`config.mk`:
```
export PLATFORM = sky130hd
export DESIGN_NAME = seq_detect_ctrl
export DESIGN_NICKNAME = d
export VERILOG_FILES = /design/src/rtl/seq_detect_ctrl.sv
export SDC_FILE = /design/constraint.sdc
export NUM_CORES = 1
export LEC_CHECK = 0
export CAP_MARGIN = 20
export CORE_UTILIZATION = 41
export CTS_CLUSTER_DIAMETER = 150
export DETAILED_ROUTE_END_ITERATION = 7
export GPL_TIMING_DRIVEN = 0
export HOLD_SLACK_MARGIN = 0.15
export PLACE_DENSITY_LB_ADDON = 0.05
export SKIP_LAST_GASP = 1
export SLEW_MARGIN = 30
export SYNTH_ARGS = -nofsm -noshare
export SYNTH_HDL_FRONTEND = slang
export SYNTH_SLANG_ARGS = --single-unit
```
`constraint.sdc`:
```
create_clock -name CLK -period 2.55 [get_ports CLK]
set_input_delay 0.51 -clock CLK [delete_from_list [all_inputs] [get_ports CLK]]
set_output_delay 0.51 -clock CLK [all_outputs]
set_load 0.005 [all_outputs]
```
`src/rtl/seq_detect_ctrl.sv`:
```
// Serial pattern detector: LEN-bit history, Moore fill/armed FSM, held Det with Ack handshake.
// Optional overlapping detection is enabled by defining SEQ_OVERLAP_EN.
module seq_detect_ctrl #(
    parameter int             LEN     = 4,
    parameter logic [LEN-1:0] PATTERN = 4'b1011,
    parameter int             CNT_W   = 8
) (
    input  logic             CLK,
    input  logic             Reset,
    input  logic             En,
    input  logic             Din,
    input  logic             DinValid,
    input  logic             Ack,
    output logic             Det,
    output logic             Overrun,
    output logic [CNT_W-1:0] MatchCount,
    output logic [1:0]       State
);

    localparam int FILL_W = $clog2(LEN + 1);

    typedef enum logic [1:0] {
        ST_IDLE  = 2'b00,
        ST_FILL  = 2'b01,
        ST_ARMED = 2'b10
    } state_t;

    state_t             r_state;
    state_t             w_state_next;
    logic [LEN-1:0]     r_hist;
    logic [FILL_W-1:0]  r_fill;
    logic [FILL_W-1:0]  w_fill_next;
    logic               r_det;
    logic               r_overrun;
    logic [CNT_W-1:0]   r_count;

    logic               w_accept;
    logic [LEN-1:0]     w_hist_shift;
    logic               w_fill_ok;
    logic               w_match;

    assign w_accept     = En & DinValid;
    assign w_hist_shift = {r_hist[LEN-2:0], Din};
    // fill+1 >= LEN rewritten as fill >= LEN-1 so the sum can never overflow fill's width
    assign w_fill_ok    = (r_fill >= FILL_W'(LEN - 1));
    assign w_match      = w_accept & (w_hist_shift == PATTERN) & w_fill_ok;

    always_ff @(posedge CLK) begin
        if (Reset) begin
            r_state <= ST_IDLE;
            r_fill  <= '0;
            r_hist  <= '0;
        end else begin
            r_state <= w_state_next;
            r_fill  <= w_fill_next;
            if (w_accept) begin
                r_hist <= w_hist_shift;
            end
        end
    end

    always_comb begin
        w_state_next = r_state;
        w_fill_next  = r_fill;
        if (!En) begin
            // History is kept across a disable; only the fill level restarts.
            w_state_next = ST_IDLE;
            w_fill_next  = '0;
        end else begin
            if (r_state == ST_IDLE) begin
                w_state_next = ST_FILL;
            end
            if (w_accept) begin
                w_state_next = w_fill_ok ? ST_ARMED : ST_FILL;
                if (r_fill != FILL_W'(LEN)) begin
                    w_fill_next = r_fill + FILL_W'(1);
                end
`ifdef SEQ_OVERLAP_EN
`else
                if (w_match) begin
                    w_fill_next = '0;
                    if (r_state == ST_ARMED) begin
                        w_state_next = ST_FILL;
                    end
                end
`endif
            end
        end
    end

    // A new match always wins over Ack: the fresh event replaces the acknowledged one.
    always_ff @(posedge CLK) begin
        if (Reset) begin
            r_det     <= 1'b0;
            r_overrun <= 1'b0;
            r_count   <= '0;
        end else begin
            if (w_match) begin
                r_det <= 1'b1;
                if (r_det && !Ack) begin
                    r_overrun <= 1'b1;
                end
                if (r_count != {CNT_W{1'b1}}) begin
                    r_count <= r_count + CNT_W'(1);
                end
            end else if (Ack) begin
                r_det <= 1'b0;
            end
        end
    end

    assign Det        = r_det;
    assign Overrun    = r_overrun;
    assign MatchCount = r_count;
    assign State      = r_state;

endmodule
```
After elaboration in Yosys (flattened, before gate mapping)
Cells that the tools add are included.
{"block": "word_totals", "reg_bits": 18, "inputBits": 6, "output_inout_bits": 12}
{"block": "classes", "add_sub_neg": 2, "n_lt_le_gt_ge": 1, "n_eq_ne": 4, "n_mux": 9, "bitwise_logic": 4, "n_reduce_logical": 10}
{"operator": "two-way mux 2 bit", "n": 5}
{"operator": "adder 8 x 1 -> 8 bit, second input constant", "n": 1}
{"operator": "inequality test 8 bit, second input constant", "n": 1}
{"operator": "two-way mux 3 bit", "n": 2}
{"operator": "AND reduction 2 bit", "n": 3}
{"operator": "nonzero test 2 bit", "n": 3}
{"operator": "== test 4 bit, second input constant", "n": 1}
{"operator": "adder 3 x 1 -> 3 bit, second input constant", "n": 1}
{"operator": "AND 1 bit", "n": 3}
{"operator": ">= comparator 3 x 2 -> 1 bit, second input constant", "n": 1}
{"operator": "inequality test 3 bit, second input constant", "n": 1}
{"operator": "== test 2 bit, second input constant", "n": 1}
{"operator": "logical NOT 2 bit", "n": 1}
{"operator": "two-way mux 1 bit", "n": 2}
{"operator": "OR reduction 2 bit", "n": 1}
{"operator": "logical AND 1 bit", "n": 1}
{"operator": "logical NOT 1 bit", "n": 1}
{"operator": "inverter 1 bit", "n": 1}

Longest topological paths before layout
{"block": "logic_depth", "ltp_word": 5, "mapped_depth": 8}

Worst setup path after synthesis
OpenSTA, ideal clock, no wires.
{"block": "synth_path", "kind": "register to register", "start": "register r_fill[0]", "end": "register r_count[5], in the netlist MatchCount[5]", "arrival_ps": 1765, "path_slack_ps": 664, "stages_incl_launch_ff": 8, "n_path_buf": 1, "period_less_slack_ps": 1886, "path_cell_list": "dfxtp_1 -> ha_1 -> ha_1 -> a211oi_1 -> or3_1 -> buf_2 -> nor4_1 -> mux2_2"}
{"block": "synth_between", "elab_chain_cells": 3}
{"element": "start, declared", "line": "31", "text": "logic [FILL_W-1:0] r_fill;"}
{"element": "start signal, assigned", "line": "55", "text": "r_fill <= w_fill_next;"}
{"element": ">= comparator 3 x 2 -> 1 bit", "line": "45", "text": "assign w_fill_ok = (r_fill >= FILL_W'(LEN - 1));"}
{"element": "AND 1 bit", "line": "46", "text": "assign w_match = w_accept & (w_hist_shift == PATTERN) & w_fill_ok;"}
{"element": "AND reduction 2 bit (no source line)"}
{"element": "end signal, assigned", "line": "104", "text": "r_count <= r_count + CNT_W'(1);"}
{"element": "end, declared", "line": "35", "text": "logic [CNT_W-1:0] r_count;"}
Every way passes these cells.
A chain may end at the register's enable or synchronous reset.

Worst setup path in the final report
{"block": "layout_path", "start": "input port En", "end": "register r_count[5], in the netlist MatchCount[5]"}
{"block": "layout_between", "elab_chain_cells": 4}
{"element": "start, declared", "line": "10", "text": "input logic En,"}
{"element": "AND 1 bit", "line": "42", "text": "assign w_accept = En & DinValid;"}
{"element": "AND 1 bit (2 in a row)", "line": "46"}
{"element": "AND reduction 2 bit (no source line)"}
Every way passes these cells.

==> reports/summary.txt <==
STA
------------------------------------------------------------------------------------------
Setup clock skew after layout                                                   0.00459 ns
RSZ-0062 raised after global routing                                                 false
Total Negative Setup Slacks                                                           0 ns
Slew at the pin closest to its max-slew limit                                     0.466 ns
Final hold violation count                                                               0
Highest Clock Rate                                                                 453 MHz
Worst-case setup margin in the final layout                                       0.342 ns
Period utilization                                                                   86.6%
Number of pins with negative max-slew slack in the final report                          0
Number of endpoints failing setup at the final stage                                     0
Minimum period implied by the final worst setup slack                              2.21 ns
Worst slew margin relative to its limit                                              68.9%

PLACED DESIGN
------------------------------------------------------------------------------------------
Routability cong.                                                                    0.757
IO buf count                                                                            17
Total cell area at the placement stage                                         0.00107 mm2
Total placed cells including tap cells                                                 145
Post-detailed-placement half-perimeter wirelength                                  1320 um
Pre-CTS setup slack                                                              0.0280 ns

SYNTH
------------------------------------------------------------------------------------------
Post-synthesis instance total                                                          101
Synth warn                                                                               0
Count of state elements after synthesis                                                 18
Sequential cell area fraction in the yosys report                                    41.6%
Unique masters post-synth                                                               29
Netlist area before placement                                                      866 um2
Post-Syn Area per Cell                                                            8.57 um2
Syn nets                                                                               111

WORST SETUP PATH
------------------------------------------------------------------------------------------
Worst EP required                                                                  2.75 ns
Capture instance of the worst register-to-register path                       r_fill[0]$_SDFFE_PP0P_
RR Startpoint                                                                 r_fill[0]$_SDFFE_PP0P_
Crit path max fanout                                                                    10
Worst-case register-to-register setup slack                                        0.42 ns
Register-to-Register Path Depth                                                          8
Endpoint arrival time on the critical path                                         2.40 ns
WS Path Type                                                                     in -> reg
Kind of start point of the critical path                                        input port
Type of destination of the critical path                                         flip-flop

FLOORPLAN
------------------------------------------------------------------------------------------
Count of pins on the block boundary                                                     18
Core area                                                                      0.00198 mm2
DIE WIDTH                                                                          48.0 um
FP Rows                                                                                 16
Initial core utilization                                                             43.7%
Die area                                                                       0.00230 mm2
Vertical die dimension                                                             48.0 um

GRT
------------------------------------------------------------------------------------------
Maximum number of pins on one net before global-route repair                            11
Tot GR Track Use                                                                     17.1%
Total global routing overflow                                                            0
Initial antenna violation count                                                          0
Number of global-route vias before repair                                              613
Global-route wire length before repair                                             2660 um

CLOCK TREE
------------------------------------------------------------------------------------------
Post-CTS Setup Repair Bufs                                                               0
Maximum count of clock buffers along a single path                                       2
Count of instances resized after the clock tree is built                                 0
CTS tree                                                                              done
Cell chosen for the clock root                                                    clkbuf_4
Count of clock tree sinks                                                               18
Clock edge transition at the registers on the reported setup and hold paths        0.11 ns
Clock latency on the worst-skew pair                                               0.29 ns
CTS H-Tree Depth                                                                         1
Number of hold buffers added after cts                                                   0
Clock buffers created by TritonCTS                                                       3

CELLS AND AREA
------------------------------------------------------------------------------------------
Post-layout instance count excluding filler cells                                      149
Antenna fix cells                                                                        0
Count of fill cells added during filler insertion                                      201
Area growth from synthesis to final layout                                           27.7%
Total Nets Final                                                                       133
Final design area excluding fillers                                            0.00111 mm2
Share of post-route cells with drive strength above 1                                6.56%

POWER AND IR DROP
------------------------------------------------------------------------------------------
Leakage power total                                                               0.376 nW
Peak ir drop on the vdd network                                                     288 uV
Power density over cell area                                                    450 mW/mm2

JOB
------------------------------------------------------------------------------------------
Max-capacitance violation count                                                          0

WORST HOLD PATH
------------------------------------------------------------------------------------------
Source of the worst hold timing path                                          r_hist[1]$_SDFFE_PP0N_
Class of the tightest hold or removal check                                     reg -> reg
Number of cells traversed by the worst hold path                                         2
Hold EP                                                                       r_hist[1]$_SDFFE_PP0N_

DRT
------------------------------------------------------------------------------------------
Drt total wl                                                                       1790 um
1st-iter DRT viols                                                                      11
Detailed-route wire length per cell                                                12.0 um
Via count                                                                              829
Via density per instance                                                              5.56
First-pass detailed-route iteration total                                                4
DRC violations left                                                                      0
Antenna-violating nets left                                                              0

RUN STATUS
------------------------------------------------------------------------------------------
Result of the run                                                             complete, no violations

cell families after synthesis:
family | after synthesis | share of synthesized area, %
AO/OA/AOI/OAI | 27 | 19.7
adder cells (fa/ha/maj) | 4 | 5.78
buffers and inverters | 10 | 4.48
flip-flops | 18 | 41.6
multiplexers | 1 | 1.30
AND/OR/NAND/NOR | 41 | 27.2
worst max-delay path, cell delays in order:
cell and delay, ns:
clkdlybuf4s50_1 0.53, nand2_2 0.14, or3_1 0.38, buf_2 0.17
nor4_1 0.31, mux2_2 0.36
per-stage QoR:
| stage | total power [W] | util [%] | hold WS [ns] |
|---|---|---|---|
| floorplan | 0.000309 | - | 0.445 |
| global placement | 0.000326 | 54.0 | 0.457 |
| detailed placement | 0.000326 | 54.0 | 0.469 |
| CTS | 0.000502 | 55.8 | 0.484 |
| global route | 0.000520 | 55.8 | 0.509 |
| finish | 0.000498 | 55.8 | 0.479 |
synthesized netlist by cell type (all sizes together):
master  instances  area [um2]
o21bai          1        7.51
o32ai           1        8.76
a21oi          12        60.1
and2            1        6.26
nand3           4        20.0
nor4            1        6.26
or3             4        25.0
o22ai           1        6.26
o41ai           3        26.3
nand2b          3        18.8
o211a           1        10.0
or4             4        30.0
nor2b           4        25.0
buf             1        5.00
ha              4        50.1
a31oi           1        6.26
a211oi          1        7.51
nand2          13        51.3
nand4           2        12.5
nand4b          1        23.8
mux2            1        11.3
inv             6        22.5
o31ai           3        22.5
nor3            1        5.00
nor2            3        11.3
clkbuf          3        11.3
dfxtp          18         360
o21ai           3        15.0
sequential cells by signal (all words and copies together) (netlist names):
| signal | flops |
|---|---|
| r_hist | 3 |
| Det | 1 |
| MatchCount | 8 |
| Overrun | 1 |
| r_fill | 3 |
| State | 2 |
report_power, final:
part           internal (W)  switching (W)
registers          0.000285     0.00000320
clock network     0.0000869      0.0000918
logic             0.0000154      0.0000164
total              0.000387       0.000111
layout make-up:
| class | instances | area, um2 | area share, % |
|---|---|---|---|
| Multi-Input combinational cell | 73 | 467 | 42.2 |
| Sequential cell | 18 | 360 | 32.6 |
| Timing Repair Buffer | 17 | 170 | 15.4 |
| Clock buffer | 4 | 36.3 | 3.28 |
| Tap cell | 27 | 33.8 | 3.05 |
| Inverter | 6 | 22.5 | 2.04 |
| Buffer | 4 | 16.3 | 1.47 |
worst max path at each step:
stage          slack, ns                         end                   start  cells after the start
2_1_floorplan       0.66  MatchCount[5]$_SDFFE_PP0P_  r_fill[0]$_SDFFE_PP0P_                      7
3_3_place_gp        0.02  MatchCount[5]$_SDFFE_PP0P_                      En                      6
3_5_place_dp        0.03  MatchCount[5]$_SDFFE_PP0P_                      En                      6
4_1_cts             0.35  MatchCount[5]$_SDFFE_PP0P_                      En                      6
5_1_grt             0.15      r_fill[0]$_SDFFE_PP0P_  r_fill[0]$_SDFFE_PP0P_                      8
6_report            0.34  MatchCount[5]$_SDFFE_PP0P_                      En                      6
metal layers:
layer  vias to the layer above  share of wire (%)  GRT usage (%)
li1                        408                  -              -
met4                         0               0.84           7.22
met2                        18                 45           23.0
met3                         2                3.7           4.53
met1                       401                 50           25.2
met5                         -                  0              0
cell usage in the layout, fill, tap and decap left out, types with 4 or more instances in the layout:
master / n
clkdlybuf4s50_1: 17
nand3_1: 4
ha_1: 4
nor2b_1: 4
dfxtp_1: 18
inv_1: 6
nand2_1: 12
a21oi_1: 12
or4_1: 4
or3_1: 4
Power figures use the tool's default switching activity.
